<file path="src/rtl/hpb_wr_sched.sv">
// Host write scheduler: buffers host writes and hands them to the RAM control
// block one at a time over the hpb_wr_req / rcb_wr_done handshake.
module hpb_wr_sched #(
    parameter int unsigned RAM_WIDTH    = 64,
    parameter int unsigned FIFO_DEPTH   = 4,
    parameter int unsigned STARVE_LIMIT = 32
) (
    input  logic                   clk,
    input  logic                   reset,
    input  logic                   host_wr_valid,
    output logic                   host_wr_ready,
    input  logic [13:0]            host_wr_addr,
    input  logic [RAM_WIDTH-1:0]   host_wr_data,
    input  logic [RAM_WIDTH/8-1:0] host_wr_be,
    output logic                   hpb_wr_req,
    output logic [13:0]            hpb_wr_addr,
    output logic [RAM_WIDTH-1:0]   hpb_wr_data,
    output logic [RAM_WIDTH/8-1:0] hpb_wr_en,
    input  logic                   rcb_wr_done,
    output logic                   sched_starve,
    output logic                   sched_busy,
    output logic [15:0]            sched_wr_count
);

    localparam int unsigned ADDR_W = 14;
    localparam int unsigned BE_W   = RAM_WIDTH / 8;
    localparam int unsigned PTR_W  = $clog2(FIFO_DEPTH);
    localparam int unsigned CNT_W  = PTR_W + 1;
    localparam int unsigned WAIT_W = 16;

    typedef struct packed {
        logic [ADDR_W-1:0]    addr;
        logic [RAM_WIDTH-1:0] data;
        logic [BE_W-1:0]      be;
    } wr_entry_t;

    typedef enum logic [1:0] {
        ST_IDLE = 2'd0,
        ST_REQ  = 2'd1,
        ST_GAP  = 2'd2
    } state_t;

    wr_entry_t             mem_q [FIFO_DEPTH];
    wr_entry_t             mem_d [FIFO_DEPTH];
    logic [PTR_W-1:0]      wr_ptr_q, wr_ptr_d;
    logic [PTR_W-1:0]      rd_ptr_q, rd_ptr_d;
    logic [CNT_W-1:0]      cnt_q, cnt_d;
    state_t                state_q, state_d;
    logic [WAIT_W-1:0]     wait_q, wait_d;
    logic                  req_q, req_d;
    logic [ADDR_W-1:0]     addr_q, addr_d;
    logic [RAM_WIDTH-1:0]  data_q, data_d;
    logic [BE_W-1:0]       en_q, en_d;
    logic                  starve_q, starve_d;
    logic                  busy_q, busy_d;
    logic [15:0]           wr_count_q, wr_count_d;
    logic                  push;
    logic                  pop;
    wr_entry_t             head;

    // FIFO bookkeeping: push when ready, pop when the FSM loads the head in IDLE
    always_comb begin
        host_wr_ready = (cnt_q != CNT_W'(FIFO_DEPTH));
        push          = host_wr_valid && host_wr_ready;
        pop           = (state_q == ST_IDLE) && (cnt_q != CNT_W'(0));
        head          = mem_q[rd_ptr_q];
        mem_d         = mem_q;
        wr_ptr_d      = wr_ptr_q;
        rd_ptr_d      = rd_ptr_q;
        cnt_d         = cnt_q;
        if (push) begin
            mem_d[wr_ptr_q] = '{addr: host_wr_addr, data: host_wr_data, be: host_wr_be};
            wr_ptr_d        = wr_ptr_q + PTR_W'(1);
        end
        if (pop) begin
            rd_ptr_d = rd_ptr_q + PTR_W'(1);
        end
        case ({push, pop})
            2'b10:   cnt_d = cnt_q + CNT_W'(1);
            2'b01:   cnt_d = cnt_q - CNT_W'(1);
            default: cnt_d = cnt_q;
        endcase
    end

    // Scheduler FSM: next state, request outputs, wait counter, completion count
    always_comb begin
        state_d    = state_q;
        wait_d     = wait_q;
        req_d      = req_q;
        addr_d     = addr_q;
        data_d     = data_q;
        en_d       = en_q;
        starve_d   = starve_q;
        wr_count_d = wr_count_q;
        case (state_q)
            ST_IDLE: begin
                if (pop) begin
                    addr_d  = head.addr;
                    data_d  = head.data;
                    en_d    = head.be;
                    req_d   = 1'b1;
                    wait_d  = '0;
                    state_d = ST_REQ;
                end
            end
            ST_REQ: begin
                req_d = 1'b1;
                if (rcb_wr_done) begin
                    req_d      = 1'b0;
                    starve_d   = 1'b0;
                    wr_count_d = wr_count_q + 16'd1;
                    state_d    = ST_GAP;
                end else begin
                    if (wait_q != WAIT_W'(STARVE_LIMIT)) begin
                        wait_d = wait_q + WAIT_W'(1);
                    end
                    if (wait_q == WAIT_W'(STARVE_LIMIT)) begin
                        starve_d = 1'b1;
                    end
                end
            end
            ST_GAP: begin
                // One request-low cycle so the RAM block can re-arm
                req_d   = 1'b0;
                state_d = ST_IDLE;
            end
            default: begin
                req_d   = 1'b0;
                state_d = ST_IDLE;
            end
        endcase
        busy_d = (cnt_d != CNT_W'(0)) || (state_d != ST_IDLE);
    end

    // FIFO storage; contents need no reset since count gates every read
    always_ff @(posedge clk) begin
        mem_q <= mem_d;
    end

    // Control and output registers with synchronous reset
    always_ff @(posedge clk) begin
        if (reset) begin
            wr_ptr_q   <= '0;
            rd_ptr_q   <= '0;
            cnt_q      <= '0;
            state_q    <= ST_IDLE;
            wait_q     <= '0;
            req_q      <= 1'b0;
            addr_q     <= '0;
            data_q     <= '0;
            en_q       <= '0;
            starve_q   <= 1'b0;
            busy_q     <= 1'b0;
            wr_count_q <= '0;
        end else begin
            wr_ptr_q   <= wr_ptr_d;
            rd_ptr_q   <= rd_ptr_d;
            cnt_q      <= cnt_d;
            state_q    <= state_d;
            wait_q     <= wait_d;
            req_q      <= req_d;
            addr_q     <= addr_d;
            data_q     <= data_d;
            en_q       <= en_d;
            starve_q   <= starve_d;
            busy_q     <= busy_d;
            wr_count_q <= wr_count_d;
        end
    end

    assign hpb_wr_req     = req_q;
    assign hpb_wr_addr    = addr_q;
    assign hpb_wr_data    = data_q;
    assign hpb_wr_en      = en_q;
    assign sched_starve   = starve_q;
    assign sched_busy     = busy_q;
    assign sched_wr_count = wr_count_q;

endmodule

</file>
<file path="config.mk">
export PLATFORM = sky130hd
export DESIGN_NAME = hpb_wr_sched
export DESIGN_NICKNAME = d
export VERILOG_FILES = /design/src/rtl/hpb_wr_sched.sv
export SDC_FILE = /design/constraint.sdc
export NUM_CORES = 1
export LEC_CHECK = 0
export ABC_CLOCK_PERIOD_IN_PS = 9500
export CORE_UTILIZATION = 35
export DETAILED_ROUTE_END_ITERATION = 8
export DONT_BUFFER_PORTS = 1
export GPL_TIMING_DRIVEN = 0
export PLACE_DENSITY = 0.47
export SLEW_MARGIN = 15
export SYNTH_ARGS = -nofsm -noshare
export SYNTH_HDL_FRONTEND = slang
export SYNTH_SLANG_ARGS = --single-unit
</file>
<file path="constraint.sdc">
create_clock -name clk -period 9.5 [get_ports clk]
set_input_delay 1.9 -clock clk [delete_from_list [all_inputs] [get_ports clk]]
set_output_delay 1.9 -clock clk [all_outputs]
set_load 0.01 [all_outputs]
</file>
# ---- Word level (Yosys, flattened, before mapping)
# Cells that the tools add are included.
dict set report totals {
  reg_bits 474
  latch_bits 0
  ramBits 0
  rom_bits 0
  inputBits 90
  out_inout_bits 106
  elab_cells 77
  memories 0
}
dict set report classes {
  add_sub_neg 6
  n_mul 0
  div 0
  order_cmp 3
  n_eq_ne 9
  shifts 0
  mux 19
  n_bitwise 2
  reduce_logical 14
}
# operator n
set op_table {}
lappend op_table {{$bwmux W344} 1}
lappend op_table {{$mux W86} 3}
lappend op_table {{$bmux W86 S2} 1}
lappend op_table {{$demux W86 S2} 1}
lappend op_table {{$mux W16} 3}
lappend op_table {{$add A16 B1 Y16 const B} 2}
lappend op_table {{$pmux W16 S2} 1}
lappend op_table {{$eq A16 B6 Y1 const B} 1}
lappend op_table {{$ne A16 B6 Y1 const B} 1}
lappend op_table {{$ge A3 B3 Y1 const B} 2}
lappend op_table {{$ne A2 B2 Y1 const B} 3}
lappend op_table {{$not A2 Y3} 2}
lappend op_table {{$pmux W3 S2} 1}
lappend op_table {{$reduce_and A2 Y1} 3}
lappend op_table {{$reduce_bool A2 Y1} 3}
lappend op_table {{$reduce_bool A3 Y1} 2}
lappend op_table {{$add A2 B1 Y2 const B} 2}
lappend op_table {{$eq A2 B1 Y1 const B} 2}
lappend op_table {{$mux W1} 4}
lappend op_table {{$mux W2} 2}
lappend op_table {{$pmux W2 S2} 1}
lappend op_table {{$reduce_and A4 Y1} 1}
lappend op_table {{$add A3 B1 Y3 const B} 1}
lappend op_table {{$logic_and A1 B1 Y1} 3}
lappend op_table {{7 further kinds} 7}

# ---- Depth between registers and ports, before layout
# Gate-level depths: netlist of the first run.
dict set report logic_depth {
  ltp_word 6
  ltp_mapped 12
  depth_no_buf 11
}

# ---- Least setup slack after synthesis of the first run
# No wires, ideal clock.
dict set report synth_timing {
  path_type {input to register}
  from {input host_wr_valid}
  to {register mem_q[100] (netlist name), enable pin}
  setup_ns 0.454
  arrival_ns 3.950
  t_required_ns 9.046
  slack_ns 5.095
  path_stages 1
  path_buffers 0
  cell_sequence {and3_1}
}
dict set report synth_via {
  elab_chain_cells 1
}
# element line
set synth_rtl {}
lappend synth_rtl {{from (decl)} 10} ;# input logic host_wr_valid,
lappend synth_rtl {{$logic_and A1 B1 Y1} 64} ;# push = host_wr_valid && host_wr_ready;
lappend synth_rtl {{to (signal assigned)} 137} ;# mem_q <= mem_d;
lappend synth_rtl {{to (decl)} 43} ;# wr_entry_t mem_q [FIFO_DEPTH];
# Every way passes these cells.
# A chain may end at the register's enable or synchronous reset.

# ---- Final worst setup path of the first run
dict set report layout_timing {
  from {register cnt_q[0]}
  to {output host_wr_ready}
}
dict set report layout_via {
  elab_chain_cells 1
}
# element line
set layout_rtl {}
lappend layout_rtl {{from (decl)} 47} ;# logic [CNT_W-1:0] cnt_q, cnt_d;
lappend layout_rtl {{from (signal assigned)} 158} ;# cnt_q <= cnt_d;
lappend layout_rtl {{$ne A3 B3 Y1} 63} ;# host_wr_ready = (cnt_q != CNT_W'(FIFO_DEPTH));
lappend layout_rtl {{to (decl)} 11} ;# output logic host_wr_ready,
# Every way passes these cells.

==> out/summary.log, run 1 <==
qor: yosys.post_synth_instance_area 0.0175 mm2
qor: yosys.synthTopCellsByArea edfxtp_1 (59%), dfxtp_1 (15%), mux4_2 (11%)
qor: power_and_ir_drop.sequentialPowerShare 46.1%
qor: finish.design_area 0.0202 mm2
qor: clock_tree.post_cts_setup_bufs 0
qor: sta.maxSlewViolCount 0
qor: finish.multi_input_comb_area 0.00426 mm2
qor: placement.placedCellCount 1759
qor: yosys.yosys_warnings 0
qor: routing.drt-wirelength-per-cell 21.8 um
qor: finish.seq_area 0.0129 mm2
qor: global_routing.number_of_antenna_violations_at_the_first_check_in_global_routing 0
qor: finish.final_cells 1852
qor: placement.dp_slack 5.98 ns
qor: power_and_ir_drop.static-leakage-power 6.52 nW
qor: routing.detailedRoute.firstPassIterationCount 4
qor: routing.post_drt_via_cell_ratio 4.93
qor: die.pin_count 196
qor: yosys.synth.lib_cells_used.distinct 46
qor: sta.setup_viol 0
qor: routing.detail-route-antenna-nets 0
qor: power_and_ir_drop.sw_frac_of_total 29.7%
qor: placement.portBuffers 0
qor: critical_path.crit_type reg2out
qor: finish.commonest_non_fill_non_tap_cell_in_the_layout edfxtp_1
qor: critical_path.cp_slowest_cell dfxtp_1
qor: die.die-width 226 um
qor: sta.period_minus_slack 3.23 ns
qor: yosys.largest_area_contributor_in_the_netlist edfxtp_1
qor: clock_tree.holdBufCountCts 0
qor: clock_tree.cts_max_path_buffers 3
qor: clock_tree.cts_htree_levels 2
qor: yosys.synth.top_cell.area_share 59.1%
qor: clock_tree.tritoncts_num_sinks 474
qor: routing.routed-via-count 9128
qor: power_and_ir_drop.ir_drop 0.000143 V
qor: min_path.min_path_type reg2reg
qor: sta.relSlewSlack 46.8%
qor: critical_path.critPathCaptureType output pin
qor: clock_tree.cts_tree yes
qor: yosys.number_of_register_bits_inferred_by_synthesis 474
qor: die.effective_utilization_at_floorplan 35.6%
qor: power_and_ir_drop.cellInternalPower 4.20 mW
qor: clock_tree.insertion_delay 0.58 ns
qor: critical_path.critical_path_start_type flip-flop
qor: finish.num_antenna_cells 0
qor: critical_path.crit_path_cell_trace nor2_1 > nand2_1
qor: routing.route.detailed.drc 0
qor: sta.postLayoutSetupSlackWorst 6.27 ns
qor: yosys.synthesis.area_per_instance 16.1 um2
qor: sta.grt_setup_unrepaired false
qor: placement.detailed_place.area 0.0186 mm2
qor: power_and_ir_drop.total_power 5.98 mW
qor: sta.finalCritPeriodShare 34.0%
qor: placement.weighted_congestion_reported_at_the_end_of_routability_driven_placement 0.778
qor: critical_path.critical_path.max_fanout 6
qor: global_routing.gr-usage-all-layers 16.1%
qor: critical_path.r2r_setup_slack 6.52 ns
qor: power_and_ir_drop.pwr-share-comb 20.5%
qor: finish.final_core_util 41.2%
qor: yosys.synth.net_count 1186
qor: clock_tree.clock_root_cell clkbuf_16
qor: critical_path.critPathRequiredTime 7.60 ns
qor: global_routing.grt-ovfl-total 0
qor: clock_tree.postCtsResizedCells 0
qor: sta.final.hold.worst_slack 0.499 ns
qor: placement.hpwl 25.4 mm
qor: clock_tree.clkTransAtPathRegs 0.06 ns
qor: yosys.synth_sequential_area_ratio 73.9%
qor: power_and_ir_drop.power.clock.fraction 33.5%
qor: global_routing.first_global_vias 9501
qor: die.placementRows 81
qor: sta.maxClockFrequency 0.310 GHz
qor: die.core_region_area 0.0492 mm2
qor: routing.drt_first_iter_violations 426
qor: die.dieArea 0.0509 mm2
qor: global_routing.grt_max_degree 44
qor: global_routing.grt_first_pass_wirelength 60.2 mm
qor: finish.final_nets 1246
qor: finish.fillers 4503
qor: die.fp.dieH 226 um
qor: run_status.status finished, final reports clean
qor: power_and_ir_drop.net_switching_power_figure 1.78 mW
qor: critical_path.arrival 1.33 ns
qor: clock_tree.cts_buffers 50
qor: sta.fin_skew 0.0281 ns
qor: yosys.netlist_instances 1087
qor: finish.drive_gt1_share 17.1%
qor: sta.timing.setup.tns 0 ns
qor: routing.drt-total-wl 40.4 mm
qor: run.cap_viol_max_count 0
qor: power_and_ir_drop.power_density 295 mW/mm2
qor: sta.max_slew.worst_pin.slew 0.798 ns
qor: finish.final_cell_mix edfxtp_1 (344), nand2_1 (190), dfxtp_1 (130), a21oi_1 (107), mux4_2 (86)
qor: critical_path.cp_slowest_stage_delay 0.43 ns
qor: sta.hold_viol 0
qor: finish.area_delta_synth_final 15.7%
worst max-delay path: cells and delay by family, from the launching register on:
| kind | cells | cell delay (ns) |
|---|---|---|
| AND/OR/NAND/NOR | 2 | 0.34 |
| flip-flops | 1 | 0.43 |
power by group through the flow:
| stage | Combinational (mW) | Clock, mW | Sequential [mW] |
|---|---|---|---|
| 4_1_cts | 1.28 | 2.06 | 2.76 |
| 5_1_grt | 1.37 | 2.13 | 2.79 |
| 3_3_place_gp | 1.24 | 0 | 2.83 |
| 3_5_place_dp | 1.28 | 0 | 2.80 |
| 2_1_floorplan | 0.868 | 0 | 2.74 |
| 6_report | 1.22 | 2.00 | 2.75 |
synthesized netlist by cell type (all sizes together):
| library cell | n |
|---|---|
| a211o | 3 |
| a211oi | 4 |
| a21oi | 108 |
| a22o | 1 |
| a31oi | 4 |
| a41oi | 1 |
| and2 | 4 |
| and2b | 1 |
| and3 | 8 |
| and4 | 4 |
| and4b | 1 |
| buf | 26 |
| clkbuf | 35 |
| dfxtp | 130 |
| edfxtp | 344 |
| fa | 1 |
| ha | 8 |
| inv | 12 |
| mux4 | 86 |
| nand2 | 190 |
| nand3 | 12 |
| nand4 | 9 |
| nand4b | 1 |
| nor2 | 35 |
| nor2b | 1 |
| nor3 | 8 |
| nor3b | 1 |
| nor4 | 8 |
| nor4bb | 1 |
| o21ai | 10 |
| o31ai | 1 |
| or2 | 1 |
| or2b | 1 |
| or3 | 4 |
| or3b | 2 |
| or4 | 2 |
| xnor2 | 11 |
| xor2 | 8 |
final cells by class:
| class | count | area share [%] |
|---|---|---|
| Tap cell | 664 | 4.11 |
| Inverter | 12 | 0.223 |
| Buffer | 61 | 1.37 |
| Sequential cell | 474 | 63.9 |
| Multi-Input combinational cell | 540 | 21.0 |
| Timing Repair Buffer | 8 | 1.01 |
| Clock buffer | 71 | 7.07 |
| Clock inverter | 22 | 1.27 |
registers in the layout (all words and copies together), names as in the netlist, 3 cells and up:
register	count
mem_q	344
cnt_q	3
hpb_wr_data	64
hpb_wr_en	8
hpb_wr_addr	14
wait_q	16
sched_wr_count	16
layer usage:
metal / GRT usage, % / vias to the layer above / share of wire, %
met3: 5.46 / 56 / 7.2
met1: 20.2 / 4665 / 43
met2: 26.2 / 183 / 48
li1: - / 4224 / -
met5: 0 / - / 0
met4: 5.16 / 0 / 2.1
logic make-up after synthesis:
family | after synthesis | share of synthesized area, %
flops | 474 | 73.9
simple gates | 294 | 7.52
compound gates | 132 | 4.01
mux | 86 | 11.1
buf+inv | 73 | 1.84
xor+xnor | 19 | 0.951
fa+ha+maj | 9 | 0.687
final timing paths:
path / start / end / depth (start not counted)
hold reg to reg: hpb_wr_addr[13] / hpb_wr_addr[13] / 2
setup reg to reg: cnt_q[0] / sched_busy / 12
setup / recovery: cnt_q[0] / host_wr_ready / 2
hold / removal: hpb_wr_addr[13] / hpb_wr_addr[13] / 2
(Power assumes the default switching activity.)
==> run 2: changes to the inputs <==
ABC_CLOCK_PERIOD_IN_PS = 3300   (was 9500)
clock period = 3.3 ns   (was 9.5 ns; I/O delays follow)
==> run 2 against run 1 <==
Against the previous run: via count is essentially flat; die area is the same; setup slack got worse by 5.9 ns; largest power group unchanged.
==> out/summary.log, run 2 (synthesis gave the netlist of run 1 again) <==
qor: sta.max_slew.worst_pin.slew 0.798 ns [+0.00000507 ns]
qor: finish.drive_gt1_share 17.1% [unchanged]
qor: power_and_ir_drop.ir_drop 0.000404 V [+180%]
qor: power_and_ir_drop.static-leakage-power 6.52 nW [about the same]
qor: routing.detailedRoute.firstPassIterationCount 4 [unchanged]
qor: die.effective_utilization_at_floorplan 35.6% [unchanged]
qor: critical_path.r2r_setup_slack 0.38 ns [-6.14 ns]
qor: sta.period_minus_slack 2.92 ns
qor: finish.final_nets 1246 [unchanged]
qor: die.dieArea 0.0509 mm2 [unchanged]
qor: power_and_ir_drop.net_switching_power_figure 5.12 mW [+190%]
qor: global_routing.grt-ovfl-total 0 [unchanged]
qor: placement.hpwl 25.4 mm [unchanged]
qor: power_and_ir_drop.cellInternalPower 12.1 mW [+190%]
qor: routing.detail-route-antenna-nets 0 [unchanged]
qor: clock_tree.insertion_delay 0.58 ns [about the same]
qor: clock_tree.cts_tree yes
qor: min_path.worst_hold_path.num_cells 0 [-2]
qor: routing.drt-total-wl 40.4 mm [about the same]
qor: critical_path.critPathCaptureType flip-flop
qor: critical_path.cp_slowest_stage_delay 0.43 ns [about the same]
qor: clock_tree.clock_root_cell clkbuf_16
qor: critical_path.timing.reg2reg.worst_path_depth 12 [unchanged]
qor: global_routing.gr-usage-all-layers 16.1% [unchanged]
qor: power_and_ir_drop.pwr-share-comb 20.5% [about the same]
qor: sta.final.hold.worst_slack 0.168 ns [-0.331 ns]
qor: placement.weighted_congestion_reported_at_the_end_of_routability_driven_placement 0.778 [unchanged]
qor: critical_path.critPathRequiredTime 3.70 ns [-3.90 ns]
qor: critical_path.critical_path.max_fanout 10 [+4]
qor: routing.route.detailed.drc 0 [unchanged]
qor: placement.portBuffers 0 [unchanged]
qor: critical_path.crit_type reg2reg
qor: placement.dp_slack 0.249 ns [-5.73 ns]
qor: clock_tree.clkTransAtPathRegs 0.06 ns [about the same]
qor: global_routing.grt_first_pass_wirelength 60.2 mm [unchanged]
qor: critical_path.cp_slowest_cell dfxtp_1
qor: sta.fin_skew 0.0296 ns [+0.00149 ns]
qor: die.core_region_area 0.0492 mm2 [unchanged]
qor: finish.num_antenna_cells 0 [unchanged]
qor: global_routing.first_global_vias 9501 [unchanged]
qor: critical_path.crit_buf_inv 4 [+4]
qor: finish.final_cell_mix edfxtp_1 (344), nand2_1 (190), dfxtp_1 (130), a21oi_1 (107), mux4_2 (86)
qor: power_and_ir_drop.sequentialPowerShare 46.0% [about the same]
qor: clock_tree.cts_buffers 50 [unchanged]
qor: sta.relSlewSlack 46.8% [about the same]
qor: die.die-width 226 um [unchanged]
qor: sta.maxSlewViolCount 0 [unchanged]
qor: global_routing.number_of_antenna_violations_at_the_first_check_in_global_routing 0 [unchanged]
qor: die.pin_count 196 [unchanged]
qor: critical_path.worst_r2r_endpoint sched_busy
qor: routing.drt_first_iter_violations 430 [+0.94%]
qor: critical_path.arrival 3.33 ns [+2.00 ns]
qor: sta.setup_viol 0 [unchanged]
qor: clock_tree.cts_htree_levels 2 [unchanged]
qor: routing.post_drt_via_cell_ratio 4.93 [about the same]
qor: placement.detailed_place.area 0.0186 mm2 [unchanged]
qor: finish.final_core_util 41.2% [about the same]
qor: critical_path.regToRegStartpoint cnt_q[0]
qor: die.placementRows 81 [unchanged]
qor: sta.finalCritPeriodShare 88.5%
qor: die.fp.dieH 226 um [unchanged]
qor: finish.design_area 0.0202 mm2 [about the same]
qor: power_and_ir_drop.sw_frac_of_total 29.7% [about the same]
qor: sta.postLayoutSetupSlackWorst 0.378 ns [-5.89 ns]
qor: critical_path.crit_path_cell_trace nor3_1 > or3_1 > buf_2 > clkinv_2 > buf_2 > ha_1 > inv_1 > fa_1 > xor2_1 > nor2_1 > xnor2_1 > a41oi_1
qor: critical_path.timing.critical_path.mode_cell buf_2
qor: critical_path.critical_path_start_type flip-flop
qor: min_path.min_path_type in2reg
qor: global_routing.grt_max_degree 44 [unchanged]
qor: run_status.status finished, final reports clean
qor: clock_tree.cts_max_path_buffers 3 [unchanged]
qor: finish.largest_reg_flops 344 [unchanged]
qor: clock_tree.tritoncts_num_sinks 474 [unchanged]
qor: power_and_ir_drop.total_power 17.2 mW [+190%]
qor: finish.area_delta_synth_final 15.7% [about the same]
qor: critical_path.setup.worst_path.end sched_busy
qor: finish.commonest_non_fill_non_tap_cell_in_the_layout edfxtp_1
qor: critical_path.path_delay_family buffers and inverters
qor: clock_tree.holdBufCountCts 0 [unchanged]
qor: sta.grt_setup_unrepaired false
qor: power_and_ir_drop.power.clock.fraction 33.5% [about the same]
qor: critical_path.setup.worst_path.start cnt_q[0]
qor: finish.max_flop_register mem_q
qor: critical_path.cp.depth 12 [+10]
qor: sta.hold_viol 0 [unchanged]
qor: finish.fillers 4503 [unchanged]
qor: routing.drt-wirelength-per-cell 21.8 um [about the same]
qor: sta.maxClockFrequency 0.342 GHz
qor: power_and_ir_drop.power_density 851 mW/mm2 [+190%]
qor: routing.routed-via-count 9132 [+0.044%]
qor: run.cap_viol_max_count 0 [unchanged]
## run 2: cell count changes in the layout (fill, tap and decap cells not counted), sizes merged
cell and delta:
inv -1, clkinv +1
## run 2: metal layers
| layer | up-vias | routed length (um) | track usage, % |
|---|---|---|---|
| met4 | 0 | 851 | 5.16 |
| met5 | - | 0 | 0 |
| met3 | 56 | 2880 | 5.46 |
| met1 | 4667 | 17400 | 20.2 |
| li1 | 4228 | - | - |
| met2 | 181 | 19300 | 26.2 |
## run 2: what timing repair did
| action | 4_1_cts | 5_1_grt |
|---|---|---|
| buffers inserted | 0 | 0 |
| resized for setup | 0 | 1 |
| endpoints found under the setup margin | 0 | 1 |
## run 2: worst reg2reg max path: stages (launching register included)
cell and delay (ns):
dfxtp_1 0.43, nor3_1 0.07, or3_1 0.30, buf_2 0.21, clkinv_2 0.22, buf_2 0.29, ha_1 0.23, inv_1 0.06
fa_1 0.38, xor2_1 0.15, nor2_1 0.11, xnor2_1 0.15, a41oi_1 0.17
## run 2: power groups by stage
stage / clock network, mW / registers, mW / logic, mW
floorplan: 0 / 7.90 / 2.50
global placement: 0 / 8.14 / 3.58
detailed placement: 0 / 8.07 / 3.68
CTS: 5.93 / 7.95 / 3.68
global route: 6.14 / 8.03 / 3.96
finish: 5.76 / 7.93 / 3.53
## run 2: area by class of cell
class                   instances  area (um2)  area share, %
clock buffers                  71        1430           7.07
plain buffers                  61         278           1.37
well taps                     664         831           4.10
flip-flops and latches        474       12900           63.9
repair buffers                  8         205           1.01
clock inverters                22         256           1.27
inverters                      12        46.3          0.229
multi-input cells             540        4260           21.0
## run 2: how the worst min path moves through the flow
stage	from	slack (ns)	endpoint
2_1_floorplan	wait_q[5]	0.47	wait_q[5]
3_3_place_gp	wait_q[13]	0.48	wait_q[13]
3_5_place_dp	wait_q[13]	0.49	wait_q[13]
4_1_cts	host_wr_data[56]	0.13	mem_q[236]
5_1_grt	host_wr_data[45]	0.14	mem_q[53]
6_report	host_wr_be[5]	0.17	mem_q[177]
## run 2: through the flow
stage               cells  setup TNS [ns]
floorplan            1087               0
global route         1852               0
global placement     1751         -715.58
detailed placement   1759               0
finish               1852               0
CTS                  1852               0
==> run 3: changes to the inputs <==
--- a/config.mk
+++ b/config.mk
@@ -7,3 +7,3 @@
 export LEC_CHECK = 0
-export ABC_CLOCK_PERIOD_IN_PS = 3300
+export ABC_CLOCK_PERIOD_IN_PS = 3100
 export CORE_UTILIZATION = 35
@@ -13,2 +13,3 @@
 export PLACE_DENSITY = 0.47
+export SKIP_LAST_GASP = 1
 export SLEW_MARGIN = 15
==> constraint.sdc (replaced) <==
create_clock -name clk -period 3.1 [get_ports clk]
set_input_delay 0.62 -clock clk [delete_from_list [all_inputs] [get_ports clk]]
set_output_delay 0.62 -clock clk [all_outputs]
set_load 0.005 [all_outputs]
==> run 3 against run 2 <==
Against the previous run: routed wire length fell by 0.35%; sequential cell count unchanged; global-route usage up 0.10 points; die area stayed put; power is 7.0% higher; via count grew 0.54%; core utilization up 0.18 points; largest power group unchanged; fmax rose by 6.0%; worst hold slack got worse by 0.043 ns; critical path depth shrank 1; highest routed layer unchanged; final cell count is 0.22% higher; sequential power up 4.4%.
==> out/summary.log, run 3 (synthesis gave the netlist of run 1 again) <==
qor: run_status.status finished, final reports clean
qor: critical_path.critical_path_start_type flip-flop
qor: die.pin_count 196 [unchanged]
qor: sta.relSlewSlack 51.9% [+5.0 points]
qor: routing.detailedRoute.firstPassIterationCount 4 [unchanged]
qor: critical_path.crit_type reg2reg
qor: global_routing.grt-ovfl-total 0 [unchanged]
qor: finish.seq_area 0.0129 mm2 [unchanged]
qor: sta.fin_skew 0.0167 ns [-0.0129 ns]
qor: die.fp.dieH 226 um [unchanged]
qor: critical_path.cp_slowest_stage_delay 0.44 ns [about the same]
qor: routing.routed-via-count 9181 [+0.54%]
qor: finish.num_antenna_cells 0 [unchanged]
qor: critical_path.critPathCaptureType flip-flop
qor: finish.final_cells 1856 [+0.22%]
qor: placement.hpwl 25.9 mm [+2.0%]
qor: sta.finalCritPeriodShare 88.9% [+0.40 points]
qor: finish.max_flop_register mem_q
qor: routing.route.detailed.drc 0 [unchanged]
qor: critical_path.critPathRequiredTime 3.53 ns [-0.17 ns]
qor: clock_tree.holdBufCountCts 0 [unchanged]
qor: sta.maxSlewViolCount 0 [unchanged]
qor: routing.drt-total-wl 40.3 mm [-0.35%]
qor: finish.largest_reg_flops 344 [unchanged]
qor: finish.area_delta_synth_final 16.2%
qor: power_and_ir_drop.static-leakage-power 6.56 nW [+0.57%]
qor: sta.setup_viol 0 [unchanged]
qor: global_routing.first_global_vias 9481 [-0.21%]
qor: clock_tree.insertion_delay 0.59 ns [about the same]
qor: placement.weighted_congestion_reported_at_the_end_of_routability_driven_placement 0.775 [-0.41%]
qor: power_and_ir_drop.ir_drop 0.000500 V [+24%]
qor: global_routing.gr-usage-all-layers 16.2% [+0.10 points]
qor: finish.final_cell_mix edfxtp_1 (344), nand2_1 (190), dfxtp_1 (130), a21oi_1 (107), mux4_2 (86)
qor: die.dieArea 0.0509 mm2 [unchanged]
qor: finish.commonest_non_fill_non_tap_cell_in_the_layout edfxtp_1
qor: run.cap_viol_max_count 0 [unchanged]
qor: finish.final_core_util 41.4% [+0.18 points]
qor: die.placementRows 81 [unchanged]
qor: power_and_ir_drop.total_power 18.4 mW [+7.0%]
qor: critical_path.crit_path_cell_trace nor3_1 > or3_1 > buf_2 > inv_4 > ha_1 > inv_1 > fa_1 > xor2_1 > nor2_1 > xnor2_1 > a41oi_1
qor: sta.hold_viol 0 [unchanged]
qor: global_routing.grt_max_degree 43 [-2.3%]
qor: clock_tree.post_cts_setup_bufs 0 [unchanged]
qor: finish.multi_input_comb_area 0.00426 mm2 [unchanged]
qor: routing.post_drt_via_cell_ratio 4.95 [+0.32%]
qor: clock_tree.clkTransAtPathRegs 0.06 ns [about the same]
qor: die.effective_utilization_at_floorplan 35.6% [unchanged]
qor: clock_tree.cts_tree yes
qor: critical_path.arrival 3.18 ns [-0.15 ns]
qor: die.die-width 226 um [unchanged]
qor: min_path.min_path_type in2reg
qor: global_routing.number_of_antenna_violations_at_the_first_check_in_global_routing 0 [unchanged]
qor: finish.drive_gt1_share 17.9% [+0.78 points]
qor: clock_tree.cts_max_path_buffers 3 [unchanged]
qor: routing.drt_first_iter_violations 463 [+7.7%]
qor: critical_path.cp_slowest_cell dfxtp_1
qor: sta.grt_setup_unrepaired false
qor: power_and_ir_drop.power_density 906 mW/mm2 [+6.5%]
qor: critical_path.critical_path.max_fanout 17 [+7]
qor: die.core_region_area 0.0492 mm2 [unchanged]
qor: global_routing.grt_first_pass_wirelength 60.3 mm [about the same]
qor: clock_tree.clock_root_cell clkbuf_16
qor: routing.drt-wirelength-per-cell 21.7 um [-0.57%]
qor: sta.max_slew.worst_pin.slew 0.722 ns [-0.0754 ns]
qor: clock_tree.cts_htree_levels 2 [unchanged]
qor: sta.period_minus_slack 2.76 ns [-0.165 ns]
qor: routing.detail-route-antenna-nets 0 [unchanged]
qor: placement.portBuffers 0 [unchanged]
qor: clock_tree.tritoncts_num_sinks 474 [unchanged]
qor: finish.final_nets 1247 [+0.080%]
qor: finish.fillers 4484 [-0.42%]
qor: sta.final.hold.worst_slack 0.125 ns [-0.0433 ns]
qor: placement.placedCellCount 1759 [unchanged]
qor: sta.maxClockFrequency 0.363 GHz [+6.0%]
qor: clock_tree.cts_buffers 52 [+4.0%]
## run 3: power breakdown
group,internal (mW),total (mW),leakage [nW],switching [mW]
Clock,3.92,6.40,0.873,2.48
Combinational,1.43,3.74,1.47,2.31
Sequential,7.75,8.28,4.22,0.535
Total,13.1,18.4,6.56,5.33
## run 3: stage by stage
stage                     setup TNS [ns]  worst slack (ns)  area, um2
after floorplan                        0             0.712      17500
after global placement            -98.91            -0.322      18300
after detailed placement         -0.0378           -0.0378      18500
after CTS                              0            0.0634      20300
after global routing                   0            0.0968      20300
final                                  0             0.343      20300
## run 3: routing by layer
layer	up-vias	track usage (%)	routed length, um
met4	0	5.53	862
met5	-	0	0
met3	53	6.51	3590
met1	4674	20.0	16900
met2	204	25.8	19000
li1	4250	-	-
## run 3: final timing paths
| kind | from | endpoint | slack [ns] | cells past startpoint |
|---|---|---|---|---|
| max | cnt_q[0] | sched_busy | 0.34 | 11 |
| min | host_wr_data[20] | mem_q[286] | 0.12 | 0 |
| max reg2reg | cnt_q[0] | sched_busy | 0.34 | 11 |
| min reg2reg | hpb_wr_data[11] | hpb_wr_data[11] | 0.47 | 2 |
## run 3: cell type report
type | count | area share (%)
repair buffers | 8 | 0.936
flip-flops and latches | 474 | 63.6
multi-input cells | 540 | 21.0
clock inverters | 31 | 1.80
well taps | 664 | 4.09
clock buffers | 67 | 7.03
inverters | 12 | 0.234
plain buffers | 60 | 1.34
## run 3: worst max-delay path: cells and delay by family (launching register included)
family	cells	cell delay [ns]
simple gates	3	0.49
compound gates	1	0.16
buf+inv	3	0.58
fa+ha+maj	2	0.61
flops	1	0.44
xor+xnor	2	0.30
## run 3: what timing repair did
item	4_1_cts	5_1_grt
resized for setup	1	0
endpoints found under the setup margin	1	1
gates cloned	0	0
